[src/rtl/mult_4_bit_seq.sv]
// Sequential shift-add unsigned multiplier: WIDTH add-shift steps per product,
// with back-to-back restart from DONE and fully asynchronous clear.
module mult_4_bit_seq #(
  parameter int WIDTH = 4
) (
  input  logic               clk,
  input  logic               rst_n,
  input  logic               start,
  input  logic [WIDTH-1:0]   a,
  input  logic [WIDTH-1:0]   b,
  output logic               busy,
  output logic               done,
  output logic [2*WIDTH-1:0] product
);

  localparam int CNT_W = $clog2(WIDTH) + 1;

  typedef enum logic [1:0] {
    ST_IDLE = 2'd0,
    ST_CALC = 2'd1,
    ST_DONE = 2'd2
  } state_e;

  state_e             state_q, state_d;
  logic [WIDTH-1:0]   mcand_q, mcand_d;
  logic [2*WIDTH-1:0] acc_q, acc_d;
  logic [CNT_W-1:0]   cnt_q, cnt_d;
  logic [2*WIDTH-1:0] product_q, product_d;
  logic               busy_q, busy_d;
  logic               done_q, done_d;

  logic               accept_s;
  logic               last_step_s;
  logic [WIDTH:0]     sum_s;
  logic [2*WIDTH-1:0] step_s;

  assign accept_s    = start && ((state_q == ST_IDLE) || (state_q == ST_DONE));
  assign last_step_s = (state_q == ST_CALC) && (cnt_q == CNT_W'(WIDTH - 1));

  // State register
  always_ff @(posedge clk or negedge rst_n) begin
    if (!rst_n) begin
      state_q <= ST_IDLE;
    end else begin
      state_q <= state_d;
    end
  end

  // Next-state logic
  always_comb begin
    state_d = state_q;
    case (state_q)
      ST_IDLE: begin
        if (start) state_d = ST_CALC;
        else       state_d = ST_IDLE;
      end
      ST_CALC: begin
        if (last_step_s) state_d = ST_DONE;
        else             state_d = ST_CALC;
      end
      ST_DONE: begin
        if (start) state_d = ST_CALC;
        else       state_d = ST_IDLE;
      end
      default: state_d = ST_IDLE;
    endcase
  end

  // Status outputs decoded from the upcoming state so they register in step with it
  always_comb begin
    busy_d = 1'b0;
    done_d = 1'b0;
    case (state_d)
      ST_IDLE: begin busy_d = 1'b0; done_d = 1'b0; end
      ST_CALC: begin busy_d = 1'b1; done_d = 1'b0; end
      ST_DONE: begin busy_d = 1'b0; done_d = 1'b1; end
      default: begin busy_d = 1'b0; done_d = 1'b0; end
    endcase
  end

  // One add-shift step; the adder carry becomes the new accumulator MSB
  always_comb begin
    if (acc_q[0]) begin
      sum_s = {1'b0, acc_q[2*WIDTH-1:WIDTH]} + {1'b0, mcand_q};
    end else begin
      sum_s = {1'b0, acc_q[2*WIDTH-1:WIDTH]};
    end
    step_s = {sum_s, acc_q[WIDTH-1:1]};
  end

  // Datapath next-state: capture on accepted start, step in CALC, else hold
  always_comb begin
    mcand_d   = mcand_q;
    acc_d     = acc_q;
    cnt_d     = cnt_q;
    product_d = product_q;
    if (accept_s) begin
      mcand_d = a;
      acc_d   = {{WIDTH{1'b0}}, b};
      cnt_d   = {CNT_W{1'b0}};
    end else if (state_q == ST_CALC) begin
      acc_d = step_s;
      cnt_d = cnt_q + CNT_W'(1);
      if (last_step_s) begin
        product_d = step_s;
      end else begin
        product_d = product_q;
      end
    end else begin
      acc_d = acc_q;
      cnt_d = cnt_q;
    end
  end

  // Datapath and output registers
  always_ff @(posedge clk or negedge rst_n) begin
    if (!rst_n) begin
      mcand_q   <= {WIDTH{1'b0}};
      acc_q     <= {(2*WIDTH){1'b0}};
      cnt_q     <= {CNT_W{1'b0}};
      product_q <= {(2*WIDTH){1'b0}};
      busy_q    <= 1'b0;
      done_q    <= 1'b0;
    end else begin
      mcand_q   <= mcand_d;
      acc_q     <= acc_d;
      cnt_q     <= cnt_d;
      product_q <= product_d;
      busy_q    <= busy_d;
      done_q    <= done_d;
    end
  end

  assign busy    = busy_q;
  assign done    = done_q;
  assign product = product_q;

endmodule
[config.mk]
export PLATFORM = sky130hd
export DESIGN_NAME = mult_4_bit_seq
export DESIGN_NICKNAME = d
export VERILOG_FILES = /design/src/rtl/mult_4_bit_seq.sv
export SDC_FILE = /design/constraint.sdc
export NUM_CORES = 1
export LEC_CHECK = 0
export CAP_MARGIN = 20
export CORE_ASPECT_RATIO = 1.75
export CORE_MARGIN = 1
export CORE_UTILIZATION = 56
export CTS_CLUSTER_SIZE = 30
export DETAILED_ROUTE_END_ITERATION = 10
export PLACE_DENSITY = 0.83
export SYNTH_ARGS = -nofsm -noshare
export SYNTH_HDL_FRONTEND = slang
export SYNTH_SLANG_ARGS = --single-unit
export TNS_END_PERCENT = 20
[constraint.sdc]
create_clock -name clk -period 4.8 [get_ports clk]
set_input_delay 0.72 -clock clk [delete_from_list [all_inputs] [get_ports clk]]
set_output_delay 0.72 -clock clk [all_outputs]
set_load 0.01 [all_outputs]
# [Yosys cells after proc, flatten, opt, wreduce, memory -nomap -nowiden]
# Cells that the tools add are included.
[op_classes] addsub=2 n_eq_ne=5 muxes=10 bitwise=1 n_reduce_logical=7
[op_table] op="$mux W8" count=2
[op_table] op="$mux W3" count=2
[op_table] op="$add A4 B4 Y5" count=1
[op_table] op="$mux W5" count=1
[op_table] op="$eq A2 B1 Y1 const B" count=2
[op_table] op="$eq A2 B2 Y1 const B" count=2
[op_table] op="$pmux W2 S2" count=1
[op_table] op="$add A3 B1 Y3 const B" count=1
[op_table] op="$eq A3 B2 Y1 const B" count=1
[op_table] op="$mux W1" count=3
[op_table] op="$reduce_and A3 Y1" count=1
[op_table] op="$logic_and A1 B1 Y1" count=2
[op_table] op="$logic_not A2 Y1" count=1
[op_table] op="$mux W2" count=1
[op_table] op="$reduce_bool A2 Y1" count=1
[op_table] op="$reduce_or A2 Y1" count=1
[op_table] op="$logic_or A1 B1 Y1" count=1
[op_table] op="$not A1 Y1" count=1
[word_totals] ff_bits=27 in_bits=11 output_inout_bits=10 elab_cells=32

# [Longest topological paths before layout]
# Gate-level depths: netlist of run 1.
[logic_depth] word_depth=6 ltp_mapped=6 mapped_depth_nobuf=6

# [Least setup slack after synthesis of run 1]
# Ideal clock, no wire load.
[synth_path] path_type="reg-to-reg" from="register acc_q[4]" to="register acc_q[7]" setup_time_ns=0.129 arrival_ns=1.406 required_time_ns=4.671 setup_slack_ns=3.265 stages_incl_launch_ff=7 n_path_buf=0 synth_period_minus_slack_ns=1.535 path_cell_list="dfrtp_1 > ha_1 > fa_1 > a21oi_1 > nor2b_1 > o21ai_0 > o21ai_0"
[synth_via] elab_chain_cells=4
[synth_lines] item="from (decl)" line="26" text="logic [2*WIDTH-1:0] acc_q, acc_d;"
[synth_lines] item="from (signal assigned)" line="119" text="acc_q <= {(2*WIDTH){1'b0}};"
[synth_lines] item="$add A4 B4 Y5" line="84" text="sum_s = {1'b0, acc_q[2*WIDTH-1:WIDTH]} + {1'b0, mcand_q};"
[synth_lines] item="$mux W5" line="83" text="if (acc_q[0]) begin"
[synth_lines] item="$mux W8" line="101" text="end else if (state_q == ST_CALC) begin"
[synth_lines] item="$mux W8" line="97" text="if (accept_s) begin"
# No other way between the ends. The select of a mux whose other input is x is not followed.
# A chain may end at the register's enable or synchronous reset.

# [Worst setup path after layout of run 1]
[layout_path] from="register product_q[2], in the netlist product[2]" to="output product[2]"
[layout_rtl] item="from (decl)" line="28" text="logic [2*WIDTH-1:0] product_q, product_d;"
[layout_rtl] item="from (signal assigned)" line="121" text="product_q <= {(2*WIDTH){1'b0}};"
[layout_rtl] item="from (signal assigned)" line="128" text="product_q <= product_d;"
[layout_rtl] item="to (decl)" line="13" text="output logic [2*WIDTH-1:0] product"
# No word-level cell between the ends.

==> report_table.html, run 1 <==
<table>
<tr><th>Metric</th><th>Value</th></tr>
<tr><th colspan="2">Outcome</th></tr>
<tr><td>Result of the run</td><td>complete, no violations</td></tr>
<tr><th colspan="2">Timing</th></tr>
<tr><td>Highest Clock Rate</td><td>0.530 GHz</td></tr>
<tr><td>Final critical-path share of the clock period</td><td>39.3%</td></tr>
<tr><td>Post-route setup slack</td><td>between 2000 and 3000 ps</td></tr>
<tr><td>Count of final setup violators</td><td>0</td></tr>
<tr><td>Post-route minimum period</td><td>between 1500 and 2000 ps</td></tr>
<tr><td>Worst Tran Pin Value</td><td>roughly 550 ps</td></tr>
<tr><td>Relative slew slack</td><td>between 60% and 70%</td></tr>
<tr><td>Hold Vio Cnt, Final</td><td>0</td></tr>
<tr><td>Total Neg Setup Slack</td><td>0 ps</td></tr>
<tr><td>Worst Clk Skew</td><td>about 1.3 ps</td></tr>
<tr><td>Unrepaired setup endpoints after global routing</td><td>no</td></tr>
<tr><td>Number of max-slew violations in the final report</td><td>0</td></tr>
<tr><th colspan="2">Floorplan</th></tr>
<tr><td>Core Area</td><td>~2300 um^2</td></tr>
<tr><td>Die width</td><td>39.0 um</td></tr>
<tr><td>Height of the die</td><td>about 67 um</td></tr>
<tr><td>Std-Cell Rows</td><td>23</td></tr>
<tr><td>IO Count</td><td>21</td></tr>
<tr><td>Starting density of the core</td><td>59.1%</td></tr>
<tr><td>Die outline area</td><td>2600 um^2</td></tr>
<tr><th colspan="2">CTS</th></tr>
<tr><td>Count of clock tree sinks</td><td>27</td></tr>
<tr><td>Worst skew pair latency</td><td>approximately 270 ps</td></tr>
<tr><td>Clock tree from TritonCTS</td><td>yes</td></tr>
<tr><td>Clock root buffer master</td><td>sky130_fd_sc_hd__clkbuf_8</td></tr>
<tr><td>Post-CTS Setup Repair Bufs</td><td>0</td></tr>
<tr><td>Clk slew on worst S/H paths</td><td>90 ps</td></tr>
<tr><td>Number of buffers inserted during clock tree synthesis</td><td>3</td></tr>
<tr><td>Post-cts gate resize count</td><td>0</td></tr>
<tr><td>Number of H-tree levels</td><td>1</td></tr>
<tr><td>Hold buffers post-CTS</td><td>0</td></tr>
<tr><td>Buffer depth of the longest clock path</td><td>2</td></tr>
<tr><th colspan="2">Synth</th></tr>
<tr><td>Number of synthesized register bits</td><td>27</td></tr>
<tr><td>Post-synth ARST share</td><td>100%</td></tr>
<tr><td>Synth Cell Area</td><td>1340 um^2</td></tr>
<tr><td>Synth Warn #</td><td>0</td></tr>
<tr><td>Number of enable flip-flop cells after synthesis</td><td>0</td></tr>
<tr><td>Post-synthesis cell type with the largest combined area</td><td>sky130_fd_sc_hd__dfrtp_1</td></tr>
<tr><td>Number of nets produced by synthesis</td><td>146</td></tr>
<tr><td>Number of instances in the synthesized netlist</td><td>128</td></tr>
<tr><td>Top cell type's share of synthesized area</td><td>about 50%</td></tr>
<tr><td>Most area-consuming cells after synthesis</td><td>sky130_fd_sc_hd__dfrtp_1 (50%), sky130_fd_sc_hd__mux2i_1 (6.0%), sky130_fd_sc_hd__ha_1 (5.6%), sky130_fd_sc_hd__nand2_1 (5.6%), sky130_fd_sc_hd__o21ai_0 (5.6%)</td></tr>
<tr><td>Count of distinct cell types in the synthesized netlist</td><td>28</td></tr>
<tr><td>Sequential area share after synthesis</td><td>around 50%</td></tr>
<tr><td>Top cells by instance count after synthesis</td><td>sky130_fd_sc_hd__dfrtp_1 (27), sky130_fd_sc_hd__nand2_1 (20), sky130_fd_sc_hd__o21ai_0 (15)</td></tr>
<tr><td>Most frequently used cell type in the post-synthesis netlist</td><td>sky130_fd_sc_hd__dfrtp_1</td></tr>
<tr><td>Primary flip-flop cell chosen by synthesis mapping</td><td>sky130_fd_sc_hd__dfrtp_1</td></tr>
<tr><td>Post-synthesis average cell area</td><td>10.5 um^2</td></tr>
<tr><th colspan="2">Placement</th></tr>
<tr><td>Dpl cells</td><td>approximately 170</td></tr>
<tr><td>Count of buffers inserted at the top-level ports</td><td>20</td></tr>
<tr><td>RePlAce Congestion</td><td>~0.79</td></tr>
<tr><td>Setup slack after placement</td><td>between 2000 and 3000 ps</td></tr>
<tr><td>HPWL Detailed</td><td>1970 um</td></tr>
<tr><th colspan="2">GRT</th></tr>
<tr><td>Remaining global-route overflow</td><td>0</td></tr>
<tr><td>GR Util All Layers</td><td>26.4%</td></tr>
<tr><td>Via count of the first global-routing pass</td><td>approximately 1000</td></tr>
<tr><td>Maximum number of pins on one net before global-route repair</td><td>23</td></tr>
<tr><td>Global-route wire length before repair</td><td>between 4000 and 5000 um</td></tr>
<tr><td>Initial antenna violation count</td><td>0</td></tr>
<tr><th colspan="2">Drt</th></tr>
<tr><td>DRC violation count after routing</td><td>0</td></tr>
<tr><td>Routed vias/inst</td><td>5.79</td></tr>
<tr><td>Number of iterations in the first detailed-routing pass</td><td>4</td></tr>
<tr><td>Overall via count from detail_route</td><td>approximately 1000</td></tr>
<tr><td>Total wirelength of the detailed-routed design</td><td>around 2700 um</td></tr>
<tr><td>Final antenna-violating net count</td><td>0</td></tr>
<tr><td>Number of DRC markers after the initial detailed-route iteration</td><td>36</td></tr>
<tr><td>Routed len/inst</td><td>15.5 um</td></tr>
<tr><th colspan="2">Worst setup path</th></tr>
<tr><td>Levels on crit path</td><td>1</td></tr>
<tr><td>Endpoint arrival time on the critical path</td><td>1170 ps</td></tr>
<tr><td>Crit-path max cell delay</td><td>roughly 540 ps</td></tr>
<tr><td>Type of the setup path with the least slack</td><td>flip-flop to output port</td></tr>
<tr><td>Launching element type of the critical path</td><td>flip-flop</td></tr>
<tr><td>Slowest library cell on the worst path</td><td>sky130_fd_sc_hd__clkdlybuf4s50_1</td></tr>
<tr><td>Depth of the worst register-to-register path</td><td>6</td></tr>
<tr><td>CP max FO</td><td>2</td></tr>
<tr><td>Cell family with most CP delay</td><td>buffers and inverters</td></tr>
<tr><td>Endpoint type of the worst setup path</td><td>output port</td></tr>
<tr><td>Req. time, crit path</td><td>between 4000 and 5000 ps</td></tr>
<tr><td>Buffering stage count on the worst path with inverters included</td><td>1</td></tr>
<tr><td>CP cell instances</td><td>clkdlybuf4s50_1</td></tr>
<tr><th colspan="2">Final layout</th></tr>
<tr><td>ANT cells</td><td>0</td></tr>
<tr><td>Layout area overhead</td><td>19.9%</td></tr>
<tr><td>Final std cells w/o fill</td><td>approximately 170</td></tr>
<tr><td>Multi-input logic area</td><td>between 600 and 700 um^2</td></tr>
<tr><td>Share of the core filled with cells in the final layout</td><td>a little over two thirds</td></tr>
<tr><td>Layout fillers</td><td>170</td></tr>
<tr><td>Count of nets after finishing</td><td>167</td></tr>
<tr><td>Share of cells above drive strength 1</td><td>about a tenth</td></tr>
<tr><td>Storage cell area</td><td>around 680 um^2</td></tr>
<tr><th colspan="2">Power</th></tr>
<tr><td>Final Power</td><td>1.08 mW</td></tr>
<tr><td>Power density over the cells</td><td>just under 700 nW/um^2</td></tr>
<tr><td>Lkg Pwr</td><td>0.737 nW</td></tr>
<tr><td>IR drop worst, VDD</td><td>about 0.37 mV</td></tr>
<tr><th colspan="2">Flow run</th></tr>
<tr><td>Max_cap viols</td><td>0</td></tr>
<tr><th colspan="2">Hold path</th></tr>
<tr><td>Hold Path Cell Cnt</td><td>2</td></tr>
<tr><td>Worst min path class</td><td>flip-flop to flip-flop</td></tr>
</table>
## sequential cells by signal (all words and copies together), names as in the netlist
name and cells:
acc_q 8, busy 1, cnt_q 3, done 1, mcand_q 4, product 8
state_q 2
## power by group
| group | internal (mW) | switching [mW] |
|---|---|---|
| Sequential | 0.335 | 0.115 |
| Clock | 0.0595 | 0.0692 |
| Combinational | 0.261 | 0.243 |
| Total | 0.656 | 0.427 |
## per-layer routing
metal  vias up  share of wire, %  global-route usage [%]
li1        486                 -                       -
met1       473                39                    33.1
met2        37                55                    45.8
met3         6               3.8                    2.33
met4         0               1.7                    8.62
met5         -                 0                       0
## path summary, 6_finish.rpt
check | from | end | slack [ps]
worst max-delay path | product[2]$_DFFE_PN0P_ | product[2] | 2910
worst min-delay path | product[4]$_DFFE_PN0P_ | product[4]$_DFFE_PN0P_ | 490
worst max register to register | acc_q[4]$_DFFE_PN0P_ | acc_q[7]$_DFFE_PN0P_ | 2940
worst min register to register | product[4]$_DFFE_PN0P_ | product[4]$_DFFE_PN0P_ | 490
max in group asynchronous | rst_n | product[2]$_DFFE_PN0P_ | 3640
min in group asynchronous | rst_n | product[7]$_DFFE_PN0P_ | 730
## through the flow
stage | hold WS (ps) | cell area [um^2]
floorplan | 424 | 1340
global placement | 460 | 1540
detailed placement | 471 | 1560
CTS | 492 | 1610
global route | 517 | 1610
finish | 486 | 1610
## cells by family (layout without fill, tap and decap cells)
logic type / Yosys count / in the layout / synth area share, %
and+or+nand+nor: 36 / 36 / 13.4
DFF: 27 / 27 / 50.3
AOI/OAI and AO/OA: 33 / 33 / 14.1
adders and majority gates: 7 / 7 / 7.08
buffers and inverters: 11 / 31 / 4.47
muxes: 12 / 12 / 9.32
xor gates and xnor gates: 2 / 2 / 1.30
## placed cells by master, fill, tap and decap left out, types with 2 or more instances in the layout
cell type	netlist	routed
sky130_fd_sc_hd__a31oi_1	2	2
sky130_fd_sc_hd__nor2_1	4	4
sky130_fd_sc_hd__nor2b_1	4	4
sky130_fd_sc_hd__nand2_1	20	20
sky130_fd_sc_hd__a21oi_1	9	9
sky130_fd_sc_hd__a211oi_1	3	3
sky130_fd_sc_hd__a22o_1	2	2
sky130_fd_sc_hd__nand2b_1	2	2
sky130_fd_sc_hd__inv_2	2	2
sky130_fd_sc_hd__ha_1	6	6
sky130_fd_sc_hd__o21ai_0	15	15
sky130_fd_sc_hd__inv_1	4	4
sky130_fd_sc_hd__clkdlybuf4s50_1	0	20
sky130_fd_sc_hd__mux2_2	4	4
sky130_fd_sc_hd__dfrtp_1	27	27
sky130_fd_sc_hd__clkbuf_8	0	3
sky130_fd_sc_hd__mux2i_1	8	8
## final cells by class
class                      count  area share, %
sequential                    27           42.0
multi-input combinational     90           37.7
timing repair buffer          21           14.2
clock buffer                   4           2.80
tap                           25           1.94
inverter                       6           1.40
Power figures use the tool's default switching activity.
==> run 2: changes to the inputs <==
- CORE_UTILIZATION: 56 -> 47
- PLACE_DENSITY: 0.83 -> 0.74
- clock period: 4.8 -> 1.6 ns (I/O delays scaled with it)
==> run 2 against run 1 <==
The flow now finishes with violations (negative setup slack). Register-to-register slack got worse by 3000 ps. Sequential power increased to 2.9 times the previous value. Flip-flop and latch count unchanged. First-iteration DRC count increased by 11%. Worst setup slack got worse by 2900 ps. Combinational power increased to 3.5 times the previous value. Worst hold slack got worse by 160 ps. Clock skew increased by 4.8 ps. Critical endpoint is now acc_q[4]$_DFFE_PN0P_. Highest routed layer unchanged.
==> report_table.html, run 2 (synthesis gave the netlist of run 1 again) <==
<table>
<tr><th>Metric</th><th>Value</th></tr>
<tr><th colspan="2">Timing</th></tr>
<tr><td>Worst Tran Pin Value</td><td>around 350 ps</td></tr>
<tr><td>Number of max-slew violations in the final report</td><td>0</td></tr>
<tr><td>Count of final setup violators</td><td>1</td></tr>
<tr><td>Final critical-path share of the clock period</td><td>102%</td></tr>
<tr><td>Worst Clk Skew</td><td>around 6 ps</td></tr>
<tr><td>Post-route setup slack</td><td>-33.7 ps</td></tr>
<tr><td>Hold Vio Cnt, Final</td><td>0</td></tr>
<tr><td>Unrepaired setup endpoints after global routing</td><td>yes</td></tr>
<tr><td>Highest Clock Rate</td><td>around 0.6 GHz</td></tr>
<tr><td>Relative slew slack</td><td>between 70% and 80%</td></tr>
<tr><td>Hold WS</td><td>about 320 ps</td></tr>
<tr><td>Post-route minimum period</td><td>approximately 1600 ps</td></tr>
<tr><th colspan="2">Drt</th></tr>
<tr><td>Number of DRC markers after the initial detailed-route iteration</td><td>40</td></tr>
<tr><td>Overall via count from detail_route</td><td>approximately 1000</td></tr>
<tr><td>Routed vias/inst</td><td>about 5.6</td></tr>
<tr><td>Final antenna-violating net count</td><td>0</td></tr>
<tr><td>Total wirelength of the detailed-routed design</td><td>~2700 um</td></tr>
<tr><td>Number of iterations in the first detailed-routing pass</td><td>4</td></tr>
<tr><td>Routed len/inst</td><td>14.6 um</td></tr>
<tr><td>DRC violation count after routing</td><td>0</td></tr>
<tr><th colspan="2">Power</th></tr>
<tr><td>Lkg Pwr</td><td>0.772 nW</td></tr>
<tr><td>Switching power as a share of total power</td><td>slightly below 40%</td></tr>
<tr><td>Register share of total power</td><td>between 30% and 40%</td></tr>
<tr><td>Cell internal pwr</td><td>~2.1 mW</td></tr>
<tr><td>Power density over the cells</td><td>~2000 nW/um^2</td></tr>
<tr><td>Power dissipated by switching net loads</td><td>1.34 mW</td></tr>
<tr><td>Clock share of power</td><td>between 10% and 20%</td></tr>
<tr><td>Part of the power in combinational logic</td><td>about 50%</td></tr>
<tr><td>IR drop worst, VDD</td><td>~1.2 mV</td></tr>
<tr><th colspan="2">Floorplan</th></tr>
<tr><td>Die width</td><td>~42 um</td></tr>
<tr><td>IO Count</td><td>21</td></tr>
<tr><td>Height of the die</td><td>~73 um</td></tr>
<tr><td>Starting density of the core</td><td>approximately 50%</td></tr>
<tr><td>Core Area</td><td>roughly 2700 um^2</td></tr>
<tr><td>Die outline area</td><td>between 3000 and 4000 um^2</td></tr>
<tr><td>Std-Cell Rows</td><td>25</td></tr>
<tr><th colspan="2">CTS</th></tr>
<tr><td>Clock root buffer master</td><td>sky130_fd_sc_hd__clkbuf_8</td></tr>
<tr><td>Clk slew on worst S/H paths</td><td>around 100 ps</td></tr>
<tr><td>Buffer depth of the longest clock path</td><td>2</td></tr>
<tr><td>Worst skew pair latency</td><td>280 ps</td></tr>
<tr><td>Number of H-tree levels</td><td>1</td></tr>
<tr><td>Clock tree from TritonCTS</td><td>yes</td></tr>
<tr><td>Count of clock tree sinks</td><td>27</td></tr>
<tr><td>Number of buffers inserted during clock tree synthesis</td><td>3</td></tr>
<tr><th colspan="2">GRT</th></tr>
<tr><td>Maximum number of pins on one net before global-route repair</td><td>28</td></tr>
<tr><td>Initial antenna violation count</td><td>0</td></tr>
<tr><td>GR Util All Layers</td><td>roughly a fifth</td></tr>
<tr><td>Global-route wire length before repair</td><td>about 4700 um</td></tr>
<tr><td>Remaining global-route overflow</td><td>0</td></tr>
<tr><td>Via count of the first global-routing pass</td><td>approximately 1100</td></tr>
<tr><th colspan="2">Worst setup path</th></tr>
<tr><td>CP max FO</td><td>2</td></tr>
<tr><td>Req. time, crit path</td><td>about 1800 ps</td></tr>
<tr><td>Endpoint arrival time on the critical path</td><td>roughly 1800 ps</td></tr>
<tr><td>Type of the setup path with the least slack</td><td>flip-flop to flip-flop</td></tr>
<tr><td>Endpoint type of the worst setup path</td><td>flip-flop</td></tr>
<tr><td>Launching element type of the critical path</td><td>flip-flop</td></tr>
<tr><th colspan="2">Final layout</th></tr>
<tr><td>ANT cells</td><td>0</td></tr>
<tr><td>Final Cell Area</td><td>1700 um^2</td></tr>
<tr><td>Count of nets after finishing</td><td>176</td></tr>
<tr><td>Layout area overhead</td><td>26.7%</td></tr>
<tr><td>Commonest cells after routing, fill and taps aside</td><td>sky130_fd_sc_hd__dfrtp_1 (26), sky130_fd_sc_hd__nand2_1 (20), sky130_fd_sc_hd__clkdlybuf4s50_1 (20)</td></tr>
<tr><td>Most frequent standard cell in the layout excluding fill and tap cells</td><td>sky130_fd_sc_hd__dfrtp_1</td></tr>
<tr><td>Layout fillers</td><td>about 240</td></tr>
<tr><td>Share of cells above drive strength 1</td><td>a little under a fifth</td></tr>
<tr><th colspan="2">Placement</th></tr>
<tr><td>Dpl cell area</td><td>between 1500 and 2000 um^2</td></tr>
<tr><td>Count of buffers inserted at the top-level ports</td><td>20</td></tr>
<tr><td>RePlAce Congestion</td><td>approximately 0.84</td></tr>
<tr><td>HPWL Detailed</td><td>approximately 2000 um</td></tr>
<tr><th colspan="2">Outcome</th></tr>
<tr><td>Violated checks</td><td>negative setup slack</td></tr>
<tr><td>Result of the run</td><td>complete, but fails checks</td></tr>
<tr><th colspan="2">Flow run</th></tr>
<tr><td>Max_cap viols</td><td>0</td></tr>
<tr><th colspan="2">Hold path</th></tr>
<tr><td>Worst min path class</td><td>primary input to async pin</td></tr>
</table>
[run 2: changes by cell type in the layout (fill, tap and decap cells not counted), sizes merged]
| cell | delta |
|---|---|
| clkbuf | -1 |
| clkinvlp | +1 |
| buf | +9 |
[run 2: cell type report]
| cell class | instances | area (um^2) | area share [%] |
|---|---|---|---|
| repair buffers | 30 | 275 | 16.2 |
| inverters | 6 | 22.5 | 1.32 |
| clock buffers | 3 | 41.3 | 2.43 |
| clock inverters | 1 | 7.51 | 0.441 |
| multi-input cells | 90 | 644 | 37.9 |
| well taps | 27 | 33.8 | 1.99 |
| flip-flops and latches | 27 | 677 | 39.8 |
[run 2: critical path, stage by stage (launching register included)]
cell	delay, ps
sky130_fd_sc_hd__dfrtp_1	420
sky130_fd_sc_hd__ha_4	170
sky130_fd_sc_hd__fa_2	390
sky130_fd_sc_hd__mux2i_1	240
sky130_fd_sc_hd__a21oi_1	120
sky130_fd_sc_hd__a22o_1	190
[run 2: stage by stage]
| stage | setup TNS (ps) | util (%) | cells | power (mW) | worst slack [ps] |
|---|---|---|---|---|---|
| floorplan | 0 | - | 128 | 2.32 | 65.4 |
| global placement | 0 | 58.8 | 178 | 2.83 | 12.8 |
| detailed placement | -67.6 | 58.8 | 178 | 2.92 | -36.2 |
| CTS | 0 | 60.6 | 182 | 3.33 | 0.510 |
| global route | -152 | 62.5 | 184 | 3.77 | -89.6 |
| finish | -33.7 | 62.5 | 184 | 3.48 | -33.7 |
[run 2: power by group through the flow]
stage / Sequential [mW] / Clock, mW / Combinational, mW
floorplan: 1.27 / 0 / 1.05
global placement: 1.28 / 0 / 1.55
detailed placement: 1.30 / 0 / 1.62
CTS: 1.29 / 0.409 / 1.64
global route: 1.36 / 0.433 / 1.98
finish: 1.31 / 0.399 / 1.77
[run 2: worst paths after layout]
kind                                             start                     end  slack (ps)  depth (start not counted)
worst max-delay path              acc_q[4]$_DFFE_PN0P_    acc_q[4]$_DFFE_PN0P_         -30                          5
worst min-delay path                             rst_n    acc_q[4]$_DFFE_PN0P_         320                          2
worst max register to register    acc_q[4]$_DFFE_PN0P_    acc_q[4]$_DFFE_PN0P_         -30                          5
worst min register to register  product[0]$_DFFE_PN0P_  product[0]$_DFFE_PN0P_         480                          2
max in group asynchronous                        rst_n    acc_q[5]$_DFFE_PN0P_        1020                          2
min in group clk                product[0]$_DFFE_PN0P_  product[0]$_DFFE_PN0P_         480                          2
[run 2: layer usage]
layer	GRT usage (%)	wire length, um	share of wire (%)
met4	7.64	46	1.7
met3	4.46	134	5.0
met2	35.4	1460	54
met1	22.8	1050	39
met5	0	0	0
[run 2: repair_timing]
action                                  CTS  global route
pin swaps                                 0             2
buffers inserted                          0             2
endpoints found under the setup margin    4             7
hold buffers                              0             0
gates resized for setup                   2             8
